`src/rtl/launch_pkg.sv`:
```
// launch_pkg: shared types and default constants for the program launcher.
//   launch_state_t : sequencer FSM state encoding
//   DEF_*          : default parameter values for prog_launcher
//   sel_width()    : program-index width, never less than one bit
package launch_pkg;

  typedef enum logic [2:0] {
    IDLE   = 3'd0,
    HOLD   = 3'd1,
    RUN    = 3'd2,
    RECORD = 3'd3,
    FINISH = 3'd4
  } launch_state_t;

  localparam int DEF_NUM_PROGS  = 3;
  localparam int DEF_START_HOLD = 2;
  localparam int DEF_TIMEOUT    = 4096;
  localparam int DEF_CNT_W      = 16;

  // A single program still needs a one-bit index port.
  function automatic int sel_width(input int n);
    return (n > 1) ? $clog2(n) : 1;
  endfunction

endpackage

```
`src/rtl/run_timer.sv`:
```
// run_timer: clearable, enabled up-counter with terminal-count detect.
//   clk_i  : clock (posedge)
//   rst_i  : synchronous active-high reset
//   clr_i  : synchronous clear (wins over en_i)
//   en_i   : count enable
//   cnt_o  : current count
//   tc_o   : high when the incremented count would equal LIMIT
module run_timer
  import launch_pkg::*;
#(
  parameter int W     = DEF_CNT_W,
  parameter int LIMIT = 1
) (
  input  logic         clk_i,
  input  logic         rst_i,
  input  logic         clr_i,
  input  logic         en_i,
  output logic [W-1:0] cnt_o,
  output logic         tc_o
);

  logic [W-1:0] cnt_q;
  logic [W-1:0] cnt_d;
  logic [W-1:0] cnt_inc_s;

  assign cnt_inc_s = cnt_q + W'(1);
  // Terminal count looks one step ahead so the owner can act on the same edge.
  assign tc_o      = (cnt_inc_s == W'(LIMIT));
  assign cnt_o     = cnt_q;

  // Next count: clear, increment or hold.
  always_comb begin
    cnt_d = cnt_q;
    if (clr_i) begin
      cnt_d = {W{1'b0}};
    end else if (en_i) begin
      cnt_d = cnt_inc_s;
    end else begin
      cnt_d = cnt_q;
    end
  end

  // Count register.
  always_ff @(posedge clk_i) begin
    if (rst_i) begin
      cnt_q <= {W{1'b0}};
    end else begin
      cnt_q <= cnt_d;
    end
  end

endmodule

```
`src/rtl/prog_launcher.sv`:
```
// prog_launcher: sequences NUM_PROGS programs through a processor's Start/Ack
// handshake, measuring each run and aborting runaway programs.
//   Clk, Reset       : clock and synchronous active-high reset
//   Go               : launches a sequence (sampled in IDLE only)
//   Ack              : processor halted
//   Start            : holds processor; falling edge starts its PC
//   ProgSel          : index of the program being run
//   Busy             : sequence in progress
//   CountValid       : one-cycle pulse, CycleCount/CountProg updated
//   CycleCount       : run length of the last finished program
//   CountProg        : program index CycleCount belongs to
//   TimedOut         : sticky abort flag, cleared by the next accepted Go
//   Done             : one-cycle pulse at sequence end
module prog_launcher
  import launch_pkg::*;
#(
  parameter int NUM_PROGS  = DEF_NUM_PROGS,
  parameter int START_HOLD = DEF_START_HOLD,
  parameter int TIMEOUT    = DEF_TIMEOUT,
  parameter int CNT_W      = DEF_CNT_W,
  parameter int SEL_W      = sel_width(NUM_PROGS)
) (
  input  logic             Clk,
  input  logic             Reset,
  input  logic             Go,
  input  logic             Ack,
  output logic             Start,
  output logic [SEL_W-1:0] ProgSel,
  output logic             Busy,
  output logic             CountValid,
  output logic [CNT_W-1:0] CycleCount,
  output logic [SEL_W-1:0] CountProg,
  output logic             TimedOut,
  output logic             Done
);

  localparam logic [SEL_W-1:0] LAST_SEL = SEL_W'(NUM_PROGS - 1);

  launch_state_t    state_q, state_d;
  logic [SEL_W-1:0] prog_sel_q, prog_sel_d;
  logic [CNT_W-1:0] cycle_count_q, cycle_count_d;
  logic [SEL_W-1:0] count_prog_q, count_prog_d;
  logic             timed_out_q, timed_out_d;

  logic [CNT_W-1:0] hold_cnt_unused_s;
  logic             hold_tc_s;
  logic [CNT_W-1:0] run_cnt_s;
  logic             run_tc_s;

  // Both timers sit at zero outside their own state, so entry always starts clean.
  run_timer #(.W(CNT_W), .LIMIT(START_HOLD)) u_hold_timer (
    .clk_i (Clk),
    .rst_i (Reset),
    .clr_i (state_q != HOLD),
    .en_i  (state_q == HOLD),
    .cnt_o (hold_cnt_unused_s),
    .tc_o  (hold_tc_s)
  );

  run_timer #(.W(CNT_W), .LIMIT(TIMEOUT)) u_run_timer (
    .clk_i (Clk),
    .rst_i (Reset),
    .clr_i (state_q != RUN),
    .en_i  ((state_q == RUN) && !Ack),
    .cnt_o (run_cnt_s),
    .tc_o  (run_tc_s)
  );

  // FSM state register.
  always_ff @(posedge Clk) begin
    if (Reset) begin
      state_q <= IDLE;
    end else begin
      state_q <= state_d;
    end
  end

  // FSM next state; Ack is only looked at in RUN, so a stale halt is ignored.
  always_comb begin
    state_d = state_q;
    case (state_q)
      IDLE:    state_d = Go ? HOLD : IDLE;
      HOLD:    state_d = hold_tc_s ? RUN : HOLD;
      RUN:     state_d = (Ack || run_tc_s) ? RECORD : RUN;
      RECORD:  state_d = (timed_out_q || (prog_sel_q == LAST_SEL)) ? FINISH : HOLD;
      FINISH:  state_d = IDLE;
      default: state_d = IDLE;
    endcase
  end

  // FSM outputs decoded from the registered state only.
  always_comb begin
    Start      = 1'b1;
    Busy       = 1'b1;
    CountValid = 1'b0;
    Done       = 1'b0;
    case (state_q)
      IDLE:    Busy       = 1'b0;
      RUN:     Start      = 1'b0;
      RECORD:  CountValid = 1'b1;
      FINISH:  Done       = 1'b1;
      default: Start      = 1'b1;
    endcase
  end

  // Datapath next values; Ack is tested before the timeout so it wins a tie.
  always_comb begin
    prog_sel_d    = prog_sel_q;
    cycle_count_d = cycle_count_q;
    count_prog_d  = count_prog_q;
    timed_out_d   = timed_out_q;
    case (state_q)
      IDLE: begin
        if (Go) begin
          prog_sel_d  = {SEL_W{1'b0}};
          timed_out_d = 1'b0;
        end else begin
          prog_sel_d  = prog_sel_q;
        end
      end
      RUN: begin
        if (Ack) begin
          cycle_count_d = run_cnt_s;
          count_prog_d  = prog_sel_q;
        end else if (run_tc_s) begin
          cycle_count_d = CNT_W'(TIMEOUT);
          count_prog_d  = prog_sel_q;
          timed_out_d   = 1'b1;
        end else begin
          cycle_count_d = cycle_count_q;
        end
      end
      RECORD: begin
        if (!timed_out_q && (prog_sel_q != LAST_SEL)) begin
          prog_sel_d = prog_sel_q + SEL_W'(1);
        end else begin
          prog_sel_d = prog_sel_q;
        end
      end
      default: prog_sel_d = prog_sel_q;
    endcase
  end

  // Datapath registers.
  always_ff @(posedge Clk) begin
    if (Reset) begin
      prog_sel_q    <= {SEL_W{1'b0}};
      cycle_count_q <= {CNT_W{1'b0}};
      count_prog_q  <= {SEL_W{1'b0}};
      timed_out_q   <= 1'b0;
    end else begin
      prog_sel_q    <= prog_sel_d;
      cycle_count_q <= cycle_count_d;
      count_prog_q  <= count_prog_d;
      timed_out_q   <= timed_out_d;
    end
  end

  assign ProgSel    = prog_sel_q;
  assign CycleCount = cycle_count_q;
  assign CountProg  = count_prog_q;
  assign TimedOut   = timed_out_q;

endmodule
```
`config.mk`:
```
export PLATFORM = sky130hd
export DESIGN_NAME = prog_launcher
export DESIGN_NICKNAME = d
export VERILOG_FILES = /design/src/rtl/launch_pkg.sv /design/src/rtl/run_timer.sv /design/src/rtl/prog_launcher.sv
export SDC_FILE = /design/constraint.sdc
export NUM_CORES = 1
export LEC_CHECK = 0
export ABC_AREA = 1
export BUFFER_PORTS_ARGS = -buffer_cell sky130_fd_sc_hd__buf_4
export CORE_MARGIN = 2
export CORE_UTILIZATION = 25
export DETAILED_ROUTE_END_ITERATION = 8
export SETUP_SLACK_MARGIN = 0.5
export SLEW_MARGIN = 10
export SYNTH_ARGS = -nofsm -noshare
export SYNTH_HDL_FRONTEND = slang
export SYNTH_HIERARCHICAL = 1
export SYNTH_SLANG_ARGS = --single-unit
```
`constraint.sdc`:
```
create_clock -name Clk -period 4 [get_ports Clk]
set_input_delay 0 -clock Clk [delete_from_list [all_inputs] [get_ports Clk]]
set_output_delay 0 -clock Clk [all_outputs]
set_load 0.01 [all_outputs]
```
Word level (Yosys, flattened, before mapping) --
Cells that the tools add are included.
Storage, ports and cells: register bits after elaboration 56, input port bits 4, output and inout port bits 25, logic and storage cells 59
Cells by class: $add $sub $neg 3, equal/unequal tests 14, multiplexer cells 20, reductions and logical operators 15
Operators with widths (count):
- $add 16x1->16 const B | 2
- $mux 16 | 2
- $eq 16x13->1 const B | 1
- $eq 16x2->1 const B | 1
- $pmux 3 s4 | 1
- $mux 2 | 5
- $ne 2x2->1 const B | 5
- $mux 1 | 9
- $eq 3x2->1 const B | 2
- $reduce_bool 2->1 | 3
- $pmux 2 s2 | 1
- $reduce_and 4->1 | 1
- $reduce_or 2->1 | 2
- $eq 3x1->1 const B | 1
- $eq 3x3->1 const B | 1
- $logic_not 3->1 | 1
- $mux 3 | 1
- $ne 3x1->1 const B | 1
- $ne 3x2->1 const B | 1
- $reduce_and 3->1 | 1
- $add 2x1->2 const B | 1
- $eq 2x2->1 const B | 1
- $logic_and 1x1->1 | 2
- $logic_not 1->1 | 2
- other kinds (3) | 4

Longest topological paths before layout --
depth after elaboration 5, gate-level depth with buffers 15, depth with buffers taken out 15

Cells and area by module --
Netlist, hierarchy kept.
Modules (own cells, without submodules):
- run_timer at u_run_timer | instances 1, cells an instance 172, area each 1139.8 um2, sequential area each 320.3 um2
- prog_launcher | instances 1, cells an instance 132, area each 1079.8 um2, sequential area each 480.5 um2
- run_timer at u_hold_timer | instances 1, cells an instance 181, area each 1076.0 um2, sequential area each 320.3 um2

Worst setup path after synthesis --
OpenSTA, ideal clock, no wires.
kind register to register, start point reg u_run_timer.cnt_q[0] (netlist: u_run_timer/cnt_o[0]), end point reg cycle_count_q[4] (netlist: CycleCount[4]), setup time 0.130 ns, arrival time 1.861 ns, data required time 3.870 ns, path slack 2.008 ns, cell stages (with the launch flop) 15, buffers on the path 1, clock period less this slack 1.992 ns, cell sequence dfxtp_1 -> ha_1 -> nand3_2 -> nor2_4 -> nand3_1 -> nand2_1 -> nand2_2 -> nor2_4 -> nand3_2 -> nor2_2 -> nor2_1 -> nand3b_4 -> buf_4 -> nand2_1 -> a21oi_2
Between the ends: word-level cells in the longest chain between the ends 4
Ends and longest elaborated chain:
- start: declaration | RTL line run_timer.sv:22 | logic [W-1:0] cnt_q;
- start signal: assignment | RTL line run_timer.sv:46 | cnt_q <= {W{1'b0}};
- start signal: assignment | RTL line run_timer.sv:48 | cnt_q <= cnt_d;
- $add 16x1->16 | RTL line run_timer.sv:26 | assign cnt_inc_s = cnt_q + W'(1);
- $eq 16x13->1 | RTL line run_timer.sv:28 | assign tc_o = (cnt_inc_s == W'(LIMIT));
- net run_tc_s | RTL line prog_launcher.sv:48 | logic run_tc_s;
- $reduce_bool 2->1 (no source line)
- $reduce_and 2->1 (no source line)
- end signal: assignment | RTL line prog_launcher.sv:148 | cycle_count_q <= {CNT_W{1'b0}};
- end signal: assignment | RTL line prog_launcher.sv:153 | cycle_count_q <= cycle_count_d;
- end: declaration | RTL line prog_launcher.sv:41 | logic [CNT_W-1:0] cycle_count_q, cycle_count_d;
The timed path passes the listed nets, and every way through them passes these cells. A chain may end at the register's enable or synchronous reset.

Final worst setup path --
start point reg u_run_timer.cnt_q[0] (netlist: u_run_timer/cnt_o[0]), end point reg count_prog_q[1] (netlist: CountProg[1])
Between the ends: word-level cells in the longest chain between the ends 4
Ends and longest elaborated chain:
- $add 16x1->16 | RTL line run_timer.sv:26
- $eq 16x13->1 | RTL line run_timer.sv:28
- net run_tc_s | RTL line prog_launcher.sv:48
- $reduce_bool 2->1 (no source line)
- $reduce_and 2->1 (no source line)
- end signal: assignment | RTL line prog_launcher.sv:149 | count_prog_q <= {SEL_W{1'b0}};
- end signal: assignment | RTL line prog_launcher.sv:154 | count_prog_q <= count_prog_d;
- end: declaration | RTL line prog_launcher.sv:42 | logic [SEL_W-1:0] count_prog_q, count_prog_d;
The timed path passes the listed nets, and every way through them passes these cells.

==> impl_metrics.toml <==
[global_route]
use_met3 = 0.0239
grt_pass1_wl_um = 12800
antenna_found_initial = 0
use_met1 = 0.128
grt.met2_usage = 0.195
grt_pass1_vias = 2872
grt_usage = 0.107
grt_max_degree = 25
overflow = 0
top_usage_layer = "met2"

[power]
ir_drop_mv = 0.157
power_density_nw_per_um2 = 284
p_leak_nw = 1.62

[critical_path]
crit_slowest_cell = "dfxtp_1"
cpPeakStageDelay_ns = 0.47
cp-end-kind = "flip-flop"
worst-setup-path-type = "flip-flop to flip-flop"
critPathLaunchType = "flip-flop"
cp_max_fo = 19
crit_buf_inv = 0
worst_ep_required_time_ns = 4.19
crit_family = "simple AND/OR/NAND/NOR gates"
arrival_ns = 2.42
path_cells = "ha_1 > nand3_2 > nor2_4 > nand3_1 > nand2_1 > nand2_2 > nor2_4 > nand3_2 > nor2_2 > nor2_1 > nand3b_4 > o21ai_0 > nor2_1"

[place]
gp_congestion = 0.894
port_buffers = 28
dp_cells = 674
hpwl_um = 5600

[yosys]
seq_area_frac_synth = 0.340
synth_warnings = 6
syn_area_um2 = 3300
synthDistinctLibCells = 36
synth_nets = 494
synth.avg_cell_area_um2 = 6.80
netlist_instances = 485
synth_seq_cells = 56

[timing]
hold_violations = 0
skew_ns = 0.0103
setup_viol = 0
drv_slew = 0
fin_crit_sh = 0.559
rsz0062_at_grt = "false"
min_period_ns = 2.24
worst-slew-pin-transition_ns = 0.652
maxSlewHeadroom = 0.565
fmax_mhz = 447
fin_setup_tns_ns = 0

[cts]
cts_resized = 0
root_buffer = "clkbuf_16"
cts_buffers = 5
cts_max_level = 2
cts_tree = "built"
cts_buffer_depth = 2
hold_buffers = 0
worst_skew_pair.late_latency_ns = 0.29
post_cts_buffers = 0
clock-sinks = 56
path_clk_slew_ns = 0.07

[finish]
diodes = 0
nFillCells = 1401
nets = 518
area_delta_synth_final_pct = 15.4
fin_cells = 682
drive_gt1_frac = 0.206

[drt]
wirelength_um = 7290
dr.pass1.iters = 4
ant_nets = 0
wl_per_cell_um = 10.7
drt_iter0_drc = 122
num_vias = 2993
vias_per_cell = 4.39
drc = 0

[floorplan]
die_w_um = 119
die_area_um2 = 14100
start_util = 0.259
die_h_um = 119
core_um2 = 12700
io_pins = 29
fp-row-count = 41

[job]
maxCapViolCount = 0

[status]
status = "complete, no violations"

[worst_hold_path]
min_path_type = "primary input to flip-flop"
[cells in the final DEF (no fill, tap or decap), drive strengths merged]
cell type	n
xor2	1
nand4	11
clkinv	2
dfxtp	56
xnor2	1
inv	76
nor3	4
nand3b	2
or2	2
nand3	29
o21ai	23
o211ai	9
buf	29
a211oi	1
clkbuf	6
nand2	151
nor2	59
ha	5
o21bai	3
a21oi	40
[metal layers]
layer,wire length [um],vias up,share of wire
li1,-,1582,-
met1,3380,1364,0.46
met2,3680,43,0.51
met3,201,4,0.028
met4,24,0,0.0033
met5,0,-,0
[cell type report]
class / instances / area, um2 / share of cell area
Multi-Input combinational cell: 341 / 1820 / 0.478
Sequential cell: 56 / 1120 / 0.295
Inverter: 76 / 289 / 0.0760
Timing Repair Buffer: 29 / 218 / 0.0573
Tap cell: 172 / 215 / 0.0566
Clock buffer: 6 / 129 / 0.0339
Clock inverter: 2 / 13.8 / 0.00362
[metrics by stage]
stage / cell area, um2 / hold slack, ns / worst slack [ns] / utilization / total power, mW
finish: 3800 / 0.0756 / 1.76 / 0.299 / 1.08
global route: 3800 / 0.0903 / 1.46 / 0.299 / 1.13
CTS: 3800 / 0.0738 / 1.72 / 0.299 / 1.10
detailed placement: 3660 / 0.382 / 1.74 / 0.288 / 0.661
global placement: 3660 / 0.370 / 1.85 / 0.288 / 0.659
floorplan: 3300 / 0.207 / 2.01 / - / 0.640
[flip-flops by register name (all words and copies together), names as in the netlist]
name	count
u_hold_timer/cnt_o	16
CountProg	2
CycleCount	16
state_q	3
u_run_timer/cnt_o	16
TimedOut	1
ProgSel	2
[worst register-to-register path, stage by stage (launching register included)]
cell      delay (ns)
dfxtp_1         0.47
ha_1            0.26
nand3_2         0.15
nor2_4          0.15
nand3_1         0.08
nand2_1         0.08
nand2_2         0.07
nor2_4          0.08
nand3_2         0.07
nor2_2          0.10
nor2_1          0.05
nand3b_4        0.28
o21ai_0         0.24
nor2_1          0.06
[power by group]
| group | total [mW] | internal, mW | switching [mW] |
|---|---|---|---|
| Combinational | 0.0722 | 0.0245 | 0.0477 |
| Clock | 0.433 | 0.234 | 0.199 |
| Sequential | 0.575 | 0.565 | 0.00952 |
| Total | 1.08 | 0.824 | 0.257 |
[final timing paths]
check	endpoint	start	slack [ns]	cells after the start
worst max register to register	CountProg[1]$_SDFFE_PP0P_	u_run_timer/cnt_o[0]$_SDFFE_PP0P_	1.76	13
worst min-delay path	state_q[0]$_SDFF_PP0_	Reset	0.08	2
worst max-delay path	CountProg[1]$_SDFFE_PP0P_	u_run_timer/cnt_o[0]$_SDFFE_PP0P_	1.76	13
worst min register to register	CycleCount[11]$_SDFFE_PP0P_	CycleCount[11]$_SDFFE_PP0P_	0.48	2
[cell families (layout without fill, tap and decap cells)]
family / count (synthesis) / count (layout) / share of synthesized area
and+or+nand+nor: 258 / 258 / 0.388
buffers and inverters: 88 / 113 / 0.109
AOI/OAI and AO/OA: 76 / 76 / 0.139
DFF: 56 / 56 / 0.340
adders and majority gates: 5 / 5 / 0.0190
xor gates and xnor gates: 2 / 2 / 0.00532
[cell usage after synthesis]
master    instances  area (um2)
dfxtp_1          56        1120
clkbuf_1          6        22.5
clkinv_2          1        5.00
a21oi_2          10        87.6
or2_2             2        12.5
nand3_1          23         115
o21bai_1          3        22.5
nand3_4           1        17.5
buf_1             1        3.75
ha_1              5        62.6
buf_4             1        7.51
nor2_8            1        20.0
a211oi_1          1        7.51
o21ai_1           4        20.0
nand4_1          11        68.8
nand3b_1          1        7.51
nor2_1           43         161
xor2_1            1        8.76
inv_2             6        22.5
o21ai_2           2        17.5
nor2_2            4        25.0
nor3_1            4        20.0
nand2_2          22         138
nand2_4           2        22.5
inv_1            68         255
inv_4             1        6.26
o211ai_1          9        67.6
xnor2_1           1        8.76
nand3b_4          1        20.0
nor2_4           11         124
o21ai_0          17        85.1
buf_2             3        15.0
buf_12            1        20.0
nand3_2           5        50.1
a21oi_1          30         150
nand2_1         127         477
No activity file was read; power rests on OpenSTA's default activity.
